File: src/rtl/seg_scan_driver_pkg.sv
// Shared constants, slot-state encoding and digit helpers for the 7-segment scan driver.
package seg_scan_driver_pkg;

  localparam logic [7:0] SEG_BLANK  = 8'h00;
  localparam logic [7:0] SEG_CURSOR = 8'h08;
  localparam int         NUM_DIGITS = 8;

  typedef enum logic {
    SLOT_BLANK = 1'b0,
    SLOT_DRIVE = 1'b1
  } slot_state_t;

  function automatic logic [7:0] digit_onehot(input logic [2:0] idx);
    return 8'h01 << idx;
  endfunction

  // {found, index} of the lowest-numbered empty digit in a frame
  function automatic logic [3:0] first_empty(input logic [63:0] frame);
    logic [3:0] res;
    res = 4'h0;
    for (int i = NUM_DIGITS - 1; i >= 0; i--) begin
      if (frame[8*i +: 8] == SEG_BLANK) res = {1'b1, 3'(i)};
    end
    return res;
  endfunction

endpackage

File: src/rtl/seg_scan_driver_prescaler.sv
// Parameterised mod-N counter with start (count 0), match (count MATCH) and wrap (count N-1) flags.
module seg_scan_driver_prescaler #(
  parameter int N     = 10,
  parameter int MATCH = 0,
  parameter int W     = (N > 1) ? $clog2(N) : 1
) (
  input  logic clk,
  input  logic rst,
  output logic start,
  output logic match,
  output logic wrap
);

  localparam logic [W-1:0] LAST_V  = W'(N - 1);
  localparam logic [W-1:0] MATCH_V = W'(MATCH);

  logic [W-1:0] cnt_r;

  // Free-running count 0..N-1
  always_ff @(posedge clk or negedge rst) begin
    if (!rst)                cnt_r <= {W{1'b0}};
    else if (cnt_r == LAST_V) cnt_r <= {W{1'b0}};
    else                      cnt_r <= cnt_r + W'(1'b1);
  end

  assign start = (cnt_r == {W{1'b0}});
  assign match = (cnt_r == MATCH_V);
  assign wrap  = (cnt_r == LAST_V);

endmodule

File: src/rtl/seg_scan_driver.sv
// 8-digit multiplexed 7-segment driver with per-frame snapshot and dead-time blanking.
// Optional blinking underscore cursor on the lowest empty digit when SEG_BLINK_EN is defined.
module seg_scan_driver
  import seg_scan_driver_pkg::*;
#(
  parameter int CLK_HZ      = 100_000_000,
  parameter int SCAN_HZ     = 8_000,
  parameter int DEAD_CYC    = 16,
  parameter bit AN_ACT_LOW  = 1'b1,
  parameter bit SEG_ACT_LOW = 1'b1
`ifdef SEG_BLINK_EN
  ,
  parameter int BLINK_HZ    = 2
`endif
) (
  input  logic        clk,
  input  logic        rst,
  input  logic [63:0] seg_in,
  output logic [7:0]  an,
  output logic [7:0]  seg,
  output logic [2:0]  digit_idx,
  output logic        frame_strobe
);

  // DEAD_CYC must be at least 1 so the snapshot lands before the first DRIVE decision
  localparam int         SLOT_CYC = CLK_HZ / SCAN_HZ;
  localparam logic [7:0] AN_POL   = {8{AN_ACT_LOW}};
  localparam logic [7:0] SEG_POL  = {8{SEG_ACT_LOW}};

  logic        slot_start_s;
  logic        dead_end_s;
  logic        slot_wrap_s;
  logic        take_snap_s;
  logic [63:0] frame_s;
  logic [7:0]  byte_s;
  logic [7:0]  shown_s;

  slot_state_t state_r;
  logic [63:0] snap_r;
  logic [2:0]  digit_r;
  logic [7:0]  an_r;
  logic [7:0]  seg_r;
  logic        strobe_r;

  seg_scan_driver_prescaler #(
    .N     (SLOT_CYC),
    .MATCH (DEAD_CYC - 1)
  ) u_slot (
    .clk   (clk),
    .rst   (rst),
    .start (slot_start_s),
    .match (dead_end_s),
    .wrap  (slot_wrap_s)
  );

`ifdef SEG_BLINK_EN
  localparam int BLINK_CYC = CLK_HZ / (2 * BLINK_HZ);

  logic       blink_start_s;
  logic       blink_match_s;
  logic       blink_wrap_s;
  logic       phase_r;
  logic [3:0] cursor_s;

  seg_scan_driver_prescaler #(
    .N     (BLINK_CYC),
    .MATCH (0)
  ) u_blink (
    .clk   (clk),
    .rst   (rst),
    .start (blink_start_s),
    .match (blink_match_s),
    .wrap  (blink_wrap_s)
  );

  // Cursor phase: starts off, flips every half blink period
  always_ff @(posedge clk or negedge rst) begin
    if (!rst)              phase_r <= 1'b0;
    else if (blink_wrap_s) phase_r <= ~phase_r;
    else                   phase_r <= phase_r;
  end
`endif

  // Byte for the current digit; the digit-0 slot sees the freshly captured frame
  always_comb begin
    take_snap_s = slot_start_s && (digit_r == 3'd0);
    if (take_snap_s) frame_s = seg_in;
    else             frame_s = snap_r;
    byte_s = frame_s[{digit_r, 3'b000} +: 8];
`ifdef SEG_BLINK_EN
    cursor_s = first_empty(frame_s);
    if (cursor_s[3] && (cursor_s[2:0] == digit_r) && phase_r) shown_s = SEG_CURSOR;
    else                                                       shown_s = byte_s;
`else
    shown_s = byte_s;
`endif
  end

  // Slot FSM, snapshot capture and registered pin drive
  always_ff @(posedge clk or negedge rst) begin
    if (!rst) begin
      state_r  <= SLOT_BLANK;
      snap_r   <= 64'h0;
      digit_r  <= 3'd0;
      an_r     <= AN_POL;
      seg_r    <= SEG_POL;
      strobe_r <= 1'b0;
    end else begin
      strobe_r <= take_snap_s;
      if (take_snap_s) snap_r <= seg_in;
      else             snap_r <= snap_r;
      case (state_r)
        SLOT_BLANK: begin
          if (dead_end_s) begin
            state_r <= SLOT_DRIVE;
            seg_r   <= shown_s ^ SEG_POL;
            if (shown_s != SEG_BLANK) an_r <= digit_onehot(digit_r) ^ AN_POL;
            else                      an_r <= AN_POL;
          end else begin
            state_r <= SLOT_BLANK;
          end
        end
        SLOT_DRIVE: begin
          if (slot_wrap_s) begin
            state_r <= SLOT_BLANK;
            an_r    <= AN_POL;
            seg_r   <= SEG_POL;
            digit_r <= digit_r + 3'd1;
          end else begin
            state_r <= SLOT_DRIVE;
          end
        end
        default: begin
          state_r <= SLOT_BLANK;
          an_r    <= AN_POL;
          seg_r   <= SEG_POL;
        end
      endcase
    end
  end

  assign an           = an_r;
  assign seg          = seg_r;
  assign digit_idx    = digit_r;
  assign frame_strobe = strobe_r;

endmodule
File: config.mk
export PLATFORM = sky130hd
export DESIGN_NAME = seg_scan_driver
export DESIGN_NICKNAME = d
export VERILOG_FILES = /design/src/rtl/seg_scan_driver_pkg.sv /design/src/rtl/seg_scan_driver_prescaler.sv /design/src/rtl/seg_scan_driver.sv
export SDC_FILE = /design/constraint.sdc
export NUM_CORES = 1
export LEC_CHECK = 0
export ABC_AREA = 1
export CAP_MARGIN = 20
export CORE_ASPECT_RATIO = 0.6
export CORE_MARGIN = 2
export CORE_UTILIZATION = 53
export DETAILED_ROUTE_END_ITERATION = 10
export GPL_ROUTABILITY_DRIVEN = 0
export HOLD_SLACK_MARGIN = 0.02
export PLACE_DENSITY = 0.8
export SYNTH_ARGS = -nofsm -noshare
export SYNTH_HDL_FRONTEND = slang
export SYNTH_SLANG_ARGS = --single-unit
File: constraint.sdc
create_clock -name clk -period 3.2 [get_ports clk]
set_input_delay 0.48 -clock clk [delete_from_list [all_inputs] [get_ports clk]]
set_output_delay 0.48 -clock clk [all_outputs]
set_load 0.05 [all_outputs]
Yosys cells after proc, flatten, opt, wreduce, memory -nomap -nowiden
Cells that the tools add are included.
- add/subtract/negate cells: 2
- eq/ne operators: 4
- shift-type cells: 2
- multiplexer cells: 11
- bitwise operators: 3
- reduce and logical (&&, ||, !) cells: 6
- operator list (kind ; number):
    64-bit two-way mux ; 1
    64-bit by 7-bit indexed part select with 8-bit output ; 1
    8-bit two-way mux ; 4
    8-bit case mux with 2 select lines ; 2
    8-bit inverter ; 2
    14-bit by 1-bit adder with 14-bit output (second input constant) ; 1
    14-bit equality test (second input constant) ; 1
    14-bit by 4-bit equality test with 1-bit output (second input constant) ; 1
    14-bit logical NOT ; 1
    14-bit two-way mux ; 1
    8-bit nonzero test ; 1
    1-bit by 3-bit << shifter with 8-bit output (first input constant) ; 1
    2-bit inequality test (second input constant) ; 2
    2-bit AND reduction ; 2
    3-bit by 1-bit adder with 3-bit output (second input constant) ; 1
    3-bit logical NOT ; 1
    1-bit two-way mux ; 2
    1-bit case mux with 2 select lines ; 1
    1-bit logical AND ; 1
    1-bit inverter ; 1
- bits in registers: 99
- bits of input ports: 66
- output and inout port bits: 20
- logic and storage cells: 35

Depth between registers and ports, before layout
- word-level depth: 8
- gate-level depth with buffers: 18
- depth with buffers taken out: 15

By module
From an unflattened synthesis, not the netlist that was laid out.
- cells, all modules: 647
- area total of the unflattened synthesis: 5149.9 um^2
- modules (own cells, without submodules) (module ; times used ; cells an instance ; area each (um^2) ; sequential area each (um^2)):
    seg_scan_driver ; 1 ; 530 ; 4314.1 ; 2147.1
    seg_scan_driver_prescaler ; 1 ; 117 ; 835.8 ; 350.3

Worst setup path before layout
No wires, ideal clock.
- path kind: flip-flop to flip-flop
- start: register digit_r[1], in the netlist digit_idx[1]
- end: register an_r[0], in the netlist an[0]
- setup time: 68 ps
- data arrival time: 2862 ps
- data required time: 3132 ps
- slack: 270 ps
- cell stages (with the launch flop): 19
- path buffers: 4
- clock period less this slack: 2930 ps
- cell sequence: dfrtp_1 buf_2 clkinv_1 clkbuf_1 ha_1 nand3_1 nor2_2 nand3_1 buf_6 buf_6 nand2_1 nand3_1 nand3_1 nand3_1 nand2_1 nand2_1 nor2_2 nand2_4 a21oi_2
- longest elaborated chain between the ends: 8
- elaborated cells between the ends (all ways): 10
- those cells by class: shift (2); mux (4); bitwise (1); reduce/logical (3)
- ends and longest elaborated chain (item ; line ; source):
    start: declaration ; seg_scan_driver.sv:40 ; logic [2:0] digit_r;
    start signal: assignment ; seg_scan_driver.sv:128 ; digit_r <= digit_r + 3'd1;
    3-bit logical NOT ; seg_scan_driver.sv:86 ; take_snap_s = slot_start_s && (digit_r == 3'd0);
    1-bit logical AND ; seg_scan_driver.sv:86 ;
    64-bit two-way mux ; - ;
    64-bit by 7-bit indexed part select with 8-bit output ; seg_scan_driver.sv:89 ; byte_s = frame_s[{digit_r, 3'b000} +: 8];
    8-bit nonzero test ; seg_scan_driver.sv:117 ; if (shown_s != SEG_BLANK) an_r <= digit_onehot(digit_r) ^ AN_POL;
    8-bit two-way mux * ; seg_scan_driver.sv:117 ;
    8-bit two-way mux * ; seg_scan_driver.sv:114 ; if (dead_end_s) begin
    8-bit case mux with 2 select lines * ; seg_scan_driver.sv:112 ; case (state_r)
    end signal: assignment ; seg_scan_driver.sv:117 ;
    end: declaration ; seg_scan_driver.sv:41 ; logic [7:0] an_r;
Every way passes the cells marked *; elsewhere a longest branch is shown, timed or not. The select of a mux whose other input is x is not followed.
A chain may end at the register's enable or synchronous reset.

Worst setup path in the final report
- start: register u_slot.cnt_r[8]
- end: register an_r[2], in the netlist an[2]
- longest elaborated chain between the ends: 8
- elaborated cells between the ends (all ways): 13
- those cells by class: eq/ne (4); shift (1); mux (4); reduce/logical (4)
- ends and longest elaborated chain (item ; line ; source):
    start: declaration ; seg_scan_driver_prescaler.sv:17 ; logic [W-1:0] cnt_r;
    start signal: assignment ; seg_scan_driver_prescaler.sv:21 ; if (!rst) cnt_r <= {W{1'b0}};
    start signal: assignment ; seg_scan_driver_prescaler.sv:22 ; else if (cnt_r == LAST_V) cnt_r <= {W{1'b0}};
    start signal: assignment ; seg_scan_driver_prescaler.sv:23 ; else cnt_r <= cnt_r + W'(1'b1);
    14-bit logical NOT ; seg_scan_driver_prescaler.sv:26 ; assign start = (cnt_r == {W{1'b0}});
    1-bit logical AND ; seg_scan_driver.sv:86 ;
    64-bit two-way mux ; - ;
    64-bit by 7-bit indexed part select with 8-bit output ; seg_scan_driver.sv:89 ;
    8-bit nonzero test ; seg_scan_driver.sv:117 ;
    8-bit two-way mux ; seg_scan_driver.sv:117 ;
    8-bit two-way mux ; seg_scan_driver.sv:114 ;
    8-bit case mux with 2 select lines ; seg_scan_driver.sv:112 ;
Several ways; a longest one is shown, not always the timed one. The select of a mux whose other input is x is not followed.

==> flow_summary.yaml <==
setup_path:
  rr_worst_depth: 14
  r2r-start: "u_slot.cnt_r[8]"
  crit_slowest_cell: "nor2_4"
  cp.required_ns: 3.48
  startpoint_type: "flop"
  worstPathMaxFanout: 40
  critPathKind: "flop to flop"
  path_buf_inv: 1
  end_kind: "flop"
  rrSetupSlack_ns: 0.53
  path_delay_family: "simple AND/OR/NAND/NOR gates"
  crit_chain: "nor2_1, nand3_1, nor2_4, buf_12, nand3b_1, nand3_1, nand3_1, nand2_1, nand2_1, nand2_1, nand2_1, nor2_2, nand2_4, a21oi_2"
  r2r-end: "an[2]"
  worstPathArrival_ns: 2.95
  critPathMaxStageDelay_ns: 0.50
  crit_top_cell: "nand2_1"
  critical_path.startpoint: "u_slot.cnt_r[8]"
final_layout:
  mostFrequentLayoutCell: "nand3_1"
  register_area_um2: 2497
  antennaDiodeCount: 0
  fill_cells: 719
  syn2layout_area_growth_pct: 24.73
  layout_common_cells: "170 x nand3_1, 160 x nand2_1, 84 x clkdlybuf4s50_1"
  fin_nets: 773
  drive_above_1_share: 0.08665
  fin_area_um2: 6285
  final_util: 0.6840
  multi_input_area_um2: 2180
placed_design:
  port_buffers: 85
  dp_hpwl_um: 9887
  dpl_cell_area_um2: 5987
grt:
  grt_pass1_vias: 4488
  antenna_found_initial: 0
  grt_pass1_wl_um: 22690
  grt_max_degree: 57
  grt_util_all_layers: 0.2906
  grt-ovfl-total: 0
cts:
  insertion_delay_ns: 0.35
  cts_max_level: 3
  numCtsBuffers: 9
  clk_path_buf_depth: 2
  post-cts-setup-buffer-count: 0
  root_buffer: "clkbuf_16"
  cts-hold-fix-buffers: 0
  ctsResizeCount: 0
  cts_tree: "built"
  cts.clk_slew.worst_paths_ns: 0.06
  cts.sinks: 99
sta:
  worst_slew_pin_slew_ns: 0.7180
  timing.final.crit_share: 0.8352
  finClkSkew_ns: 0.003706
  whs_ns: 0.1969
  fmax_mhz: 374.1
  hold_viol_final: 0
  drv_slew: 0
  setup_viol: 0
  slew_headroom: 0.5213
  period_minus_slack_ns: 2.673
  rsz0062_at_grt: "no"
  setup_tns_ns: 0
outcome:
  status: "finished clean"
die:
  start_util: 0.5483
  die_area_um2: 10330
  dieHeight_um: 79.53
  core_um2: 9189
  io_pins: 86
  die-width_um: 129.9
  rows: 27
synth:
  ys_seq_elements: 99
  ys_seq_area_frac: 0.4957
  ys_types: 31
  syn_area_um2: 5039
  syn_avg_cell_area_um2: 8.088
  ys_warn_count: 0
  syn_inst: 623
  synthesis.nets: 697
power:
  p_seq_frac: 0.497
  internal-power_uw: 2065
  ir_drop_mv: 0.2937
  pwr-share-comb: 0.088
  switching_power_uw: 590.4
  cellPowerDensity_nw_per_um2: 422.5
  switching_share: 0.2224
  power.share.clock: 0.416
  p_leak_uw: 0.002992
route:
  drt_iter0_drc: 623
  antenna_left: 0
  dr.pass1.iters: 5
  wl_per_cell_um: 17.22
  vias: 4764
  post-route-drc-count: 0
  vias_per_cell: 5.712
  routed_wl_um: 14360
hold_path:
  hp-class: "input port to asynchronous set/reset pin"
flow_run:
  maxCapViolations: 0
-- worst max-delay path by stage --
stage,end,slack (ns),cells past startpoint
floorplan,an[0],0.27,18
global placement,an[4],0.73,14
detailed placement,an[2],0.63,14
global route,an[2],0.38,14
finish,an[2],0.53,14
CTS,an[2],0.58,14
-- metrics by stage --
| step | std cells | setup slack (ns) | power [uW] |
|---|---|---|---|
| finish | 834 | 0.5273 | 2655 |
| floorplan | 623 | 0.2698 | 1425 |
| CTS | 834 | 0.5824 | 2670 |
| global route | 834 | 0.3815 | 2741 |
| detailed placement | 818 | 0.6269 | 1573 |
| global placement | 818 | 0.7279 | 1567 |
-- power groups by stage --
stage | clock network (uW) | registers (uW) | logic (uW)
4_1_cts | 1120 | 1320 | 235
3_5_place_dp | 0 | 1340 | 233
3_3_place_gp | 0 | 1340 | 229
6_report | 1100 | 1320 | 233
5_1_grt | 1160 | 1320 | 254
2_1_floorplan | 0 | 1350 | 70.6
-- kinds of logic (layout without fill, tap and decap cells) --
| family | after synthesis | after routing | synth area share |
|---|---|---|---|
| AO/OA/AOI/OAI | 29 | 29 | 0.03799 |
| XOR/XNOR | 6 | 6 | 0.01043 |
| adder cells (fa/ha/maj) | 8 | 8 | 0.01987 |
| buffers and inverters | 81 | 162 | 0.07474 |
| flip-flops | 99 | 99 | 0.4957 |
| AND/OR/NAND/NOR | 400 | 400 | 0.3613 |
-- area by class of cell --
type	instances	share of cell area
Clock buffer	14	0.04201
Clock inverter	2	0.005375
Inverter	49	0.02927
Multi-Input combinational cell	443	0.3468
Sequential cell	99	0.3974
Tap cell	130	0.02588
Timing Repair Buffer	97	0.1533
-- cell usage after synthesis (all sizes together) --
cell type | instances | area share
a21oi | 14 | 0.020
and2 | 8 | 0.0099
and3 | 1 | 0.0012
buf | 26 | 0.034
clkbuf | 6 | 0.0045
clkinv | 2 | 0.0015
dfrtp | 83 | 0.41
dfstp | 16 | 0.083
ha | 8 | 0.020
inv | 47 | 0.035
nand2 | 163 | 0.12
nand3 | 171 | 0.17
nand3b | 7 | 0.010
nand4 | 2 | 0.0025
nor2 | 31 | 0.025
nor3 | 13 | 0.013
nor3b | 2 | 0.0030
nor4 | 2 | 0.0025
o21a | 1 | 0.0015
o21ai | 5 | 0.0050
o22a | 1 | 0.0017
o22ai | 8 | 0.0099
xor2 | 6 | 0.010
-- registers in the layout (all words and copies together), names as in the netlist --
name	count
digit_idx	3
u_slot.cnt_r	14
state_r	1
seg	8
snap_r	64
an	8
frame_strobe	1
-- layer usage --
metal | part of all wire | global-route usage | vias to the layer above
met1 | 0.46 | 0.4482 | 2260
li1 | - | - | 2212
met5 | 0 | 0 | -
met2 | 0.42 | 0.4168 | 274
met4 | 0.010 | 0.05699 | 0
met3 | 0.11 | 0.07038 | 18
-- worst reg2reg max path, delay by kind of cell, from the launching register on --
| kind | cells | cell delay, ns |
|---|---|---|
| AND/OR/NAND/NOR | 12 | 1.73 |
| flip-flops | 1 | 0.43 |
| buffers and inverters | 1 | 0.28 |
| AO/OA/AOI/OAI | 1 | 0.16 |
(Power assumes the default switching activity.)
